==> config.mk <==
export PLATFORM = sky130hd
export DESIGN_NAME = regfile_param
export DESIGN_NICKNAME = d
export VERILOG_FILES = /design/src/rtl/regfile_param.sv
export SDC_FILE = /design/constraint.sdc
export NUM_CORES = 1
export LEC_CHECK = 0
export CORE_MARGIN = 10
export CORE_UTILIZATION = 56
export CTS_CLUSTER_SIZE = 40
export DETAILED_ROUTE_END_ITERATION = 8
export HOLD_SLACK_MARGIN = 0.15
export PLACE_DENSITY_LB_ADDON = 0.15
export SYNTH_ARGS = -nofsm -noshare
export SYNTH_HDL_FRONTEND = slang
export SYNTH_SLANG_ARGS = --single-unit
export TNS_END_PERCENT = 50
==> constraint.sdc <==
create_clock -name clock -period 2.3 [get_ports clock]
set_input_delay 0.23 -clock clock [delete_from_list [all_inputs] [get_ports clock]]
set_output_delay 0.23 -clock clock [all_outputs]
set_load 0.01 [all_outputs]
==> src/rtl/regfile_param.sv <==
// Parametrised register file: two write ports (E, M; M wins a collision) and two registered read ports with stall.
// Optional macro REGFILE_WRITE_BYPASS_EN forwards same-edge write data into the read registers.
module regfile_param #(
  parameter int DATA_W = 32,
  parameter int NREG   = 8,
  parameter int ID_W   = 4
) (
  input  logic                   clock,
  input  logic                   reset,
  input  logic [ID_W-1:0]        dstE,
  input  logic [DATA_W-1:0]      valE,
  input  logic [ID_W-1:0]        dstM,
  input  logic [DATA_W-1:0]      valM,
  input  logic [ID_W-1:0]        rA,
  input  logic [ID_W-1:0]        rB,
  input  logic                   stall,
  output logic [DATA_W-1:0]      valA,
  output logic [DATA_W-1:0]      valB,
  output logic [NREG*DATA_W-1:0] regs_flat,
  output logic                   wr_collide
);

  localparam logic [ID_W-1:0] RNONE = '1;

  logic [DATA_W-1:0] regs_q [NREG];
  logic [DATA_W-1:0] regs_d [NREG];
  logic [DATA_W-1:0] val_a_q, val_a_d;
  logic [DATA_W-1:0] val_b_q, val_b_d;
  logic              wr_collide_q, wr_collide_d;
  logic              we_e, we_m;

  function automatic logic id_in_range(input logic [ID_W-1:0] id);
    return (id != RNONE) && (int'(id) < NREG);
  endfunction

  // Out-of-range and RNONE IDs never match an implemented index, so they read as zero.
  function automatic logic [DATA_W-1:0] storage_read(input logic [ID_W-1:0] id);
    logic [DATA_W-1:0] r;
    r = '0;
    for (int i = 0; i < NREG; i++) begin
      if (id == ID_W'(i)) r = regs_q[i];
    end
    return r;
  endfunction

  function automatic logic [DATA_W-1:0] read_port(input logic [ID_W-1:0] id);
`ifdef REGFILE_WRITE_BYPASS_EN
    if (we_m && (id == dstM)) return valM;
    if (we_e && (id == dstE)) return valE;
`endif
    return storage_read(id);
  endfunction

  assign we_e = id_in_range(dstE);
  assign we_m = id_in_range(dstM);

  always_comb begin
    for (int i = 0; i < NREG; i++) begin
      regs_d[i] = regs_q[i];
      // M is checked first so that it wins a same-register collision.
      if (we_m && (dstM == ID_W'(i))) begin
        regs_d[i] = valM;
      end else if (we_e && (dstE == ID_W'(i))) begin
        regs_d[i] = valE;
      end
    end
  end

  always_comb begin
    val_a_d      = val_a_q;
    val_b_d      = val_b_q;
    wr_collide_d = we_e && we_m && (dstE == dstM);
    if (!stall) begin
      val_a_d = read_port(rA);
      val_b_d = read_port(rB);
    end
  end

  always_ff @(posedge clock) begin
    if (reset) begin
      for (int i = 0; i < NREG; i++) begin
        regs_q[i] <= '0;
      end
      val_a_q      <= '0;
      val_b_q      <= '0;
      wr_collide_q <= 1'b0;
    end else begin
      for (int i = 0; i < NREG; i++) begin
        regs_q[i] <= regs_d[i];
      end
      val_a_q      <= val_a_d;
      val_b_q      <= val_b_d;
      wr_collide_q <= wr_collide_d;
    end
  end

  always_comb begin
    regs_flat = '0;
    for (int i = 0; i < NREG; i++) begin
      regs_flat[i*DATA_W +: DATA_W] = regs_q[i];
    end
  end

  assign valA       = val_a_q;
  assign valB       = val_b_q;
  assign wr_collide = wr_collide_q;

endmodule

# --- Word level (Yosys, flattened, before mapping) ---
# Memories as Yosys holds them, arrays and structs flattened.
# Index checks and enable logic that the tools add are counted.
word_totals:
  ff_bits: 65
  mem_bits_rw: 256
  input_bits: 83
  out_inout_bits: 321
  wordCells: 112
  mem_count: 1
mem_list:
  columns: ["memory", "words", "width", "rd", "rd_ports_with_merged_regs", "write_ports", "line_no", "text"]
  rows:
  - ["regs_q", 8, 32, 8, 0, 8, "25", "logic [DATA_W-1:0] regs_q [NREG];"]
classes:
  order_cmp: 2
  n_eq_ne: 31
  mux: 43
  bitwise: 8
  n_reduce_logical: 24
ops:
  columns: ["operator", "n"]
  rows:
  - ["2-to-1 mux 32 bit", 40]
  - ["equality test 4 x 3 -> 1 bit (second input constant)", 16]
  - ["equality test 4 x 2 -> 1 bit (second input constant)", 8]
  - ["logical AND 1 bit", 20]
  - ["equality test 4 x 1 -> 1 bit (second input constant)", 4]
  - ["logical NOT 4 bit", 4]
  - ["less-than comparator 4 bit (second input constant)", 2]
  - ["inequality test 4 bit (second input constant)", 2]
  - ["bitwise OR 1 bit", 8]
  - ["equality test 4 bit", 1]
  - ["2-to-1 mux 1 bit", 3]

# --- Depth between registers and ports, before layout ---
# Gate-level depths: netlist of run 1.
depth:
  ltp_word: 9
  ltp_mapped: 7
  mapped_depth_nobuf: 4

# --- Worst setup path before layout of run 1 ---
# No wires, ideal clock.
synth_timing:
  path_type: "input-to-reg"
  start: "input port rB[1]"
  end: "register val_b_q[10], in the netlist valB[10]"
  setup_time_ps: 132
  t_arrival_ps: 1430
  required_time_ps: 2168
  path_slack_ps: 738
  stages: 5
  n_path_buf: 2
  cell_sequence: "buf_6 buf_2 mux4_2 a211oi_1 nor3_1"
synth_between:
  elab_chain_len: 9
synth_rtl:
  columns: ["item", "line_no", "text"]
  rows:
  - ["from (decl)", "15", "input logic [ID_W-1:0] rB,"]
  - ["logical NOT 4 bit", "41", "if (id == ID_W'(i)) r = regs_q[i];"]
  - ["2-to-1 mux 32 bit (7 in a row)", "41", null]
  - ["2-to-1 mux 32 bit *", "41", null]
  - ["to (signal assigned)", "92", "val_b_q <= val_b_d;"]
  - ["to (decl)", "28", "logic [DATA_W-1:0] val_b_q, val_b_d;"]
# Mark *: on every way between the ends. The rest lies on a longest branch, timed or not.
# A chain may end at the register's enable or synchronous reset.

==> flow_metrics.tcl, run 1 <==
set metrics [dict create \
    drt-initial-drc-count 1752 \
    io_buffers 403 \
    hold_viol_final 0 \
    grt_pass1_vias 17947 \
    final_util 0.739 \
    synth_seq_cells 321 \
    cts.path.max_buffers 3 \
    final_common_cell "clkdlybuf4s50_1" \
    setup_viol 0 \
    reg2reg_depth 3 \
    antenna_found_initial 9 \
    ant_nets 0 \
    drcViolationCount 0 \
    grt_usage 0.343 \
    ios 404 \
    startpoint "regs_q[0][119]" \
    cp-end-kind "output pin" \
    slew_headroom 0.287 \
    cts_resized 0 \
    critPathLaunchType "flop" \
    post_cts.repair.setup_buffers 0 \
    synth_edf_count 0 \
    yosysSeqAreaShare 0.343 \
    dp_cells 2687 \
    critical_path_class "reg2out" \
    r2r_slack_ns 0.85 \
    outcome "finished clean" \
    cp_num_cells 1 \
    crit_path_max_incr_delay_ns 0.62 \
    hold_path.class "in2reg" \
    critical_path.top_delay_family "buffers and inverters" \
    cts.sinks 321 \
    grt_remaining_overflow 0 \
    gp_congestion 0.904 \
    power.density_nw_per_um2 611 \
    area_growth_pct 29.2 \
    final_cells 2758 \
    fp.dieW_um 203 \
    timing.critical_path.buf_inv 1 \
    synth_top_area_frac 0.343 \
    grt_max_degree 131 \
    synth_nets 2105 \
    synthCells 2022 \
    final_cell_mix "clkdlybuf4s50_1 (396), mux2i_1 (381), nor2_1 (372), dfxtp_1 (321), a211oi_1 (279)" \
    layout-drive-gt1-share 0.105 \
    ctsHoldBuffers 0 \
    max_freq_ghz 0.533 \
    hpwl_um 49000 \
    fp-row-count 66 \
    cts_tree "done" \
    max_slew.worst_pin.slew_ns 1.07 \
    dieHeight_um 203 \
    ctsRootBufferMaster "clkbuf_16" \
    cts_buffers 37 \
    final_max_slew_viol_count 0 \
    initial_utilization 0.572 \
    first_pass_iters 5 \
    worstSkewPairLatency_ns 0.53 \
    crit_chain "clkdlybuf4s50_1" \
    synthArstFlopShare 0 \
    min_period_over_period 0.816 \
    rsz0062_at_grt "no" \
    yosys.area.top_type "dfxtp_1" \
    crit_path_end "regs_flat[119]" \
    syn_area_um2 18700 \
    cp_slowest_cell "clkdlybuf4s50_1" \
    fin_crit_ns 1.88 \
    final_cell_area_um2 24200 \
    routed_via_density 6.59 \
    synth_flop_cell "dfxtp_1" \
    clock_skew_ns 0.0176 \
    cp_max_fo 4 \
    leakage_uw 0.00853 \
    nFillCells 2461 \
    cp_data_arrival_time_ns 1.65 \
    multi_input_area_um2 10800 \
    synth.distinct_cells 47 \
    crit_required_ns 2.07 \
    peakVddDrop_mv 0.573 \
    cts_htree_levels 2 \
    drv_cap 0 \
    synth_area_per_cell_um2 9.27 \
    setup_tns_ns 0 \
    ff_latch_area_um2 6430 \
    clk_pin_slew_worst_paths_ns 0.06 \
    dpl_cell_area_um2 23000 \
    layout.nets 2367 \
    ys_warn_count 0 \
    grt_pass1_wl_um 112000 \
    core_um2 32800 \
    fp.dieArea_um2 41200 \
    routed-via-count 18181 \
    wl_per_cell_um 27.0 \
    synth_area_leaders "dfxtp_1 (34%), mux2i_1 (20%), a211oi_1 (11%), nor2_1 (7.5%), mux4_2 (6.0%)" \
    wl_um 74500 \
    r2r_end "valB[23]" \
    worstReg2RegStart "regs_q[0][119]" \
]
-- routing by layer --
metal	part of all wire	routed length, µm	global-route usage	vias to the layer above
met5	0.00027	20	0	-
met4	0.050	3760	0.162	2
met3	0.10	7610	0.0823	246
met2	0.47	34700	0.559	1155
met1	0.38	28400	0.419	8834
li1	-	-	-	7944
-- flip-flops by register name, indices dropped and copies added (netlist names) --
signal      count
wr_collide      1
regs_q        256
valB           32
valA           32
-- synthesized netlist by cell type, drive strengths merged, types with 3 or more instances --
library cell and count:
xor2 3, or4bb 6, nand2b 6, clkbuf 149
mux2i 381, nor2 375, o211ai 26, o21ai 39
a221oi 32, nand3b 14, mux4 50, a21oi 26
nand2 12, mux2 7, a211oi 281, buf 110
dfxtp 321, inv 42, a2bb2oi 6, a22o 6
o31a 7, nand3 3, o22ai 34, nor3 33
nor2b 32, or3b 3, a22oi 8
-- power breakdown --
group	switching, µW	internal (µW)	total [µW]
registers	328	5850	6180
clock network	2410	3480	5890
logic	1440	1290	2730
-- logic make-up after synthesis --
| kind of cell | synth area share |
|---|---|
| DFF | 0.343 |
| muxes | 0.268 |
| xor gates and xnor gates | 0.00140 |
| buffers and inverters | 0.0829 |
| AOI/OAI and AO/OA | 0.187 |
| and+or+nand+nor | 0.118 |
-- area by class of cell --
| class | instances | area share |
|---|---|---|
| timing repair buffer | 482 | 0.207 |
| clock inverter | 9 | 0.00439 |
| inverter | 43 | 0.00666 |
| antenna | 7 | 0.000723 |
| clock buffer | 55 | 0.0447 |
| multi-input combinational | 1399 | 0.448 |
| sequential | 321 | 0.265 |
| tap | 442 | 0.0228 |
-- worst min path at each step --
| stage | start | to | slack, ns | cells past startpoint |
|---|---|---|---|---|
| finish | stall | valA[22] | 0.34 | 3 |
| global route | stall | valA[20] | 0.36 | 3 |
| CTS | stall | valA[22] | 0.32 | 3 |
| detailed placement | valA[5] | valA[5] | 0.46 | 2 |
| global placement | valA[5] | valA[5] | 0.46 | 2 |
| floorplan | dstM[3] | wr_collide | 0.40 | 2 |
-- stage by stage --
stage | setup slack, ns | total power (µW) | hold slack (ns)
after floorplan | 0.738 | 7690 | 0.401
after global placement | 0.135 | 8900 | 0.463
after detailed placement | 0.0796 | 8960 | 0.460
after CTS | 0.424 | 14800 | 0.323
after global routing | 0.389 | 15200 | 0.357
final | 0.423 | 14800 | 0.343
(Power assumes the default switching activity.)
==> run 2: changes to the inputs <==
- CORE_UTILIZATION: 56 -> 52
- clock period: 2.3 -> 1.8 ns (I/O delays scaled with it)
==> run 2 against run 1 <==
- clock power is 28% higher
- largest power group unchanged
- utilization is 3.9 points lower
- highest routed layer unchanged
- via count is 0.40% higher
==> flow_metrics.tcl, run 2 (same netlist as run 1, synthesis figures left out) <==
set metrics [dict create \
    grt_pass1_wl_um 115000 \
    critical_path_class "reg2out" \
    gp_congestion 0.920 \
    grt_pass1_vias 18063 \
    setup_viol 0 \
    initial_utilization 0.527 \
    multi_input_area_um2 10800 \
    layout.nets 2409 \
    ios 404 \
    power.density_nw_per_um2 765 \
    fp.dieArea_um2 44000 \
    max_freq_ghz 0.559 \
    grt_usage 0.331 \
    drv_cap 0 \
    wl_per_cell_um 27.1 \
    ant_nets 0 \
    outcome "finished clean" \
    drcViolationCount 0 \
    core_um2 35600 \
    cts.path.max_buffers 3 \
    top_register "regs_q" \
    routed-wl-met2_um 35500 \
    io_buffers 403 \
    critical_path.top_delay_family "buffers and inverters" \
    topRoutingLayerUsed "met5" \
    pwr-share-clk 0.396 \
    leakage_uw 0.00893 \
    rsz0062_at_grt "no" \
    wl_um 76400 \
    met3_length_um 7370 \
    nFillCells 2752 \
    p_int_uw 13700 \
    cts_buffers 37 \
    hold_ws_ns 0.163 \
    total_power_uw 19000 \
    fin_crit_ns 1.79 \
    hp-start "reset" \
    p_sw_frac 0.280 \
    dieHeight_um 210 \
    cp-end-kind "output pin" \
    cp_data_arrival_time_ns 1.61 \
    min_path_cells 2 \
    ctsRootBufferMaster "clkbuf_16" \
    p_sw_uw 5340 \
    fp-row-count 69 \
    cts_htree_levels 2 \
    hold_viol_final 0 \
    slew_headroom 0.328 \
    final_cell_mix "clkdlybuf4s50_1 (393), mux2i_1 (381), nor2_1 (372), dfxtp_1 (315), a211oi_1 (279)" \
    r2r_slack_ns 0.38 \
    final_util 0.699 \
    final_max_slew_viol_count 0 \
    holdPathEnd "regs_q[0][225]" \
    cp_slowest_cell "clkdlybuf4s50_1" \
    timing.critical_path.buf_inv 1 \
    reg2reg_depth 4 \
    r2r_end "valA[4]" \
    area_growth_pct 32.7 \
    cts_tree "done" \
    peakVddDrop_mv 0.590 \
    worstSkewPairLatency_ns 0.53 \
    antenna_found_initial 8 \
    post_cts.repair.setup_buffers 0 \
    p_comb_frac 0.188 \
    hpwl_um 52700 \
    max_slew.worst_pin.slew_ns 1.01 \
    routed_via_density 6.48 \
    cts.sinks 321 \
    layout-drive-gt1-share 0.124 \
    crit_chain "clkdlybuf4s50_1" \
    hold_path.class "in2reg" \
    first_pass_iters 6 \
    largest_register_ff_count 256 \
    ff_latch_area_um2 6430 \
    fp.dieW_um 210 \
    grt_max_degree 68 \
    crit_path_max_incr_delay_ns 0.60 \
    worstReg2RegStart "regs_q[0][68]" \
    clk_pin_slew_worst_paths_ns 0.06 \
    clock_skew_ns 0.00951 \
    routed-via-count 18253 \
    critPathLaunchType "flop" \
    drt-initial-drc-count 1874 \
    cp_max_fo 4 \
    seqPwrFrac 0.416 \
    min_period_over_period 0.993 \
    crit_required_ns 1.62 \
    grt_remaining_overflow 0 \
    wl_met1_um 30200 \
    final_common_cell "clkdlybuf4s50_1" \
]
[run 2: changes by cell type in the layout (fill, tap and decap cells not counted), moves of 2 or more]
cell	change
buf_12	+24
buf_4	+17
dfxtp_1	-6
dfxtp_2	+6
clkbuf_8	-3
clkdlybuf4s50_1	-3
dlymetal6s2s_1	+3
clkbuf_16	+2
clkinv_2	+2
inv_6	-2
[run 2: area by class of cell]
class                      count  share of cell area
multi-input combinational   1399               0.436
tap                          461              0.0232
sequential                   321               0.259
clock buffer                  54              0.0439
antenna                        6            0.000604
timing repair buffer         524               0.227
inverter                      43             0.00649
clock inverter                 9             0.00397
[run 2: repair_timing]
item                       in CTS  in global routing
hold buffers                    0                  0
resized for setup               1                  8
setup endpoints to repair       1                  8
[run 2: how the worst max path moves through the flow]
stage	startpoint	endpoint	slack, ns	depth (start not counted)
CTS	regs_q[0][164]	regs_flat[164]	0.007	1
global placement	rB[2]	valB[18]	-0.25	5
floorplan	rB[1]	valB[10]	0.29	5
global route	regs_q[0][196]	regs_flat[196]	0.001	1
detailed placement	rB[2]	valB[8]	-0.30	5
finish	regs_q[0][252]	regs_flat[252]	0.01	1
[run 2: per-layer routing]
metal  vias to the layer above  global-route usage
li1                       8019                   -
met1                      8883               0.419
met4                         2               0.145
met2                      1137               0.531
met5                         -                   0
met3                       212              0.0729
[run 2: stage by stage]
stage / TNS [ns] / worst slack (ns) / cell area [µm²] / cells
floorplan: 0 / 0.288 / 18700 / 2022
global placement: -29.43 / -0.249 / 23700 / 2748
detailed placement: -43.25 / -0.300 / 23700 / 2748
CTS: 0 / 0.00721 / 24800 / 2811
global route: 0 / 0.00102 / 24900 / 2814
finish: 0 / 0.0121 / 24900 / 2817
[run 2: power groups by stage]
stage | logic (µW) | clock network (µW) | registers [µW]
after floorplan | 1750 | 0 | 8070
after global placement | 3460 | 0 | 8050
after detailed placement | 3520 | 0 | 8050
after CTS | 3550 | 7560 | 7910
after global routing | 3770 | 7870 | 7960
final | 3580 | 7530 | 7930
==> run 3: changes to the inputs <==
- CORE_ASPECT_RATIO: unset -> 1.75
==> run 3 against run 2 <==
- sequential cell count stayed put
- global-route usage increased by 0.054 points
- via count increased by 1.2%
- maximum frequency decreased by 0.18%
- first-iteration DRC count is 19% lower
- critical path depth is the same
- worst hold slack gained 0.11 ns
- wire length grew 0.51%
- design area about the same
- largest cell class unchanged
- largest power group unchanged
==> flow_metrics.tcl, run 3 (same netlist as run 1, synthesis figures left out) <==
set metrics [dict create \
    outcome "finished clean" \
    slew_headroom 0.369 \
    timing.critical_path.buf_inv 1 \
    setup_viol 0 \
    min_period_over_period 0.995 \
    holdPathEnd "valA[22]" \
    crit_path_max_incr_delay_ns 0.59 \
    antenna_found_initial 7 \
    top_register "regs_q" \
    fp.dieArea_um2 44300 \
    hp-start "rA[2]" \
    cts_buffers 31 \
    ant_nets 0 \
    crit_required_ns 1.62 \
    max_freq_ghz 0.558 \
    pwr-share-clk 0.369 \
    dp_cells 2768 \
    max_slew.worst_pin.slew_ns 0.945 \
    post_cts.repair.setup_buffers 0 \
    final_cells 2837 \
    routed_via_density 6.51 \
    dieHeight_um 271 \
    hold_ws_ns 0.274 \
    gp_congestion 0.937 \
    clk_pin_slew_worst_paths_ns 0.07 \
    startpoint "regs_q[0][180]" \
    drv_cap 0 \
    hpwl_um 54900 \
    crit_chain "clkdlybuf4s50_1" \
    fin_crit_ns 1.79 \
    hold_path.class "in2reg" \
    wl_per_cell_um 27.1 \
    hold_viol_final 0 \
    peakVddDrop_mv 0.703 \
    ios 404 \
    cts.sinks 321 \
    cp-end-kind "output pin" \
    final_max_slew_viol_count 0 \
    r2r_end "valA[16]" \
    grt_remaining_overflow 0 \
    grt_pass1_vias 18612 \
    fp.dieW_um 164 \
    initial_utilization 0.523 \
    p_int_uw 13000 \
    p_comb_frac 0.195 \
    p_sw_frac 0.287 \
    cp_max_fo 4 \
    grt_pass1_wl_um 115000 \
    critPathLaunchType "flop" \
    drcViolationCount 0 \
    final_common_cell "mux2i_1" \
    p_sw_uw 5240 \
    largest_register_ff_count 256 \
    critical_path.top_delay_family "buffers and inverters" \
    dpl_cell_area_um2 23700 \
    area_growth_pct 32.8 \
    wl_um 76800 \
    layout.nets 2417 \
    ctsRootBufferMaster "clkbuf_16" \
    cts.path.max_buffers 3 \
    first_pass_iters 6 \
    clock_skew_ns 0.0284 \
    seqPwrFrac 0.436 \
    min_path_cells 5 \
    grt_max_degree 80 \
    reg2reg_depth 4 \
    final_cell_area_um2 24900 \
    rsz0062_at_grt "no" \
    worstSkewPairLatency_ns 0.59 \
    cts_htree_levels 1 \
    power.density_nw_per_um2 733 \
    final_cell_mix "mux2i_1 (381), nor2_1 (372), clkdlybuf4s50_1 (354), a211oi_1 (279), dfxtp_1 (273)" \
    io_buffers 403 \
    worstReg2RegStart "regs_q[0][80]" \
    layout-drive-gt1-share 0.144 \
    r2r_slack_ns 0.38 \
    grt_usage 0.332 \
    cp_slowest_cell "clkdlybuf4s50_1" \
    fp-row-count 92 \
    drt-initial-drc-count 1515 \
    core_um2 35800 \
    leakage_uw 0.00941 \
    cts_tree "done" \
    routed-via-count 18481 \
    critical_path_class "reg2out" \
    cp_data_arrival_time_ns 1.61 \
]
[run 3: worst reg2reg max path: stages, from the launching register on]
cell and delay, ns:
dfxtp_1 0.44, or4bb_1 0.42, a21oi_1 0.15, a2bb2oi_1 0.22
o31a_1 0.15
[run 3: worst max-delay path by stage]
stage,end,slack [ns],cells past startpoint
finish,regs_flat[180],0.009,1
global route,regs_flat[80],0.005,1
floorplan,valB[10],0.29,5
CTS,regs_flat[64],0.0005,1
detailed placement,regs_q[0][12],-0.26,5
global placement,valB[3],-0.22,6
[run 3: per-stage QoR]
stage                     total power, µW  setup WS, ns  TNS [ns]   util
after CTS                           18200      0.000491         0  0.692
after global routing                18700       0.00470         0  0.695
after global placement              11500        -0.219    -25.34  0.662
after floorplan                      9820         0.288         0      -
after detailed placement            11600        -0.260    -34.68  0.662
final                               18200       0.00883         0  0.695
[run 3: final cells by class]
| type | instances | area, µm² |
|---|---|---|
| clock inverters | 11 | 109 |
| clock buffers | 47 | 916 |
| inverters | 43 | 161 |
| well taps | 470 | 588 |
| diodes | 8 | 20.0 |
| repair buffers | 538 | 5790 |
| multi-input cells | 1399 | 10800 |
| fillers | 2767 | 10900 |
| flip-flops and latches | 321 | 6490 |
[run 3: power groups by stage]
stage | Clock [µW] | Sequential, µW | Combinational, µW
finish | 6730 | 7960 | 3560
global route | 7010 | 7980 | 3760
CTS | 6750 | 7930 | 3540
detailed placement | 0 | 8080 | 3520
global placement | 0 | 8070 | 3460
floorplan | 0 | 8070 | 1750
[run 3: metal layers]
layer	up-vias	share of wire	GRT usage
li1	8035	-	-
met2	1186	0.50	0.560
met3	355	0.084	0.0597
met1	8905	0.34	0.365
met4	0	0.075	0.238
met5	-	0	0
[run 3: timing repair]
item | 4_1_cts | 5_1_grt
hold buffers | 3 | 0
gates resized for setup | 37 | 54
endpoints found under the hold margin | 24 | 0
setup endpoints to repair | 37 | 54
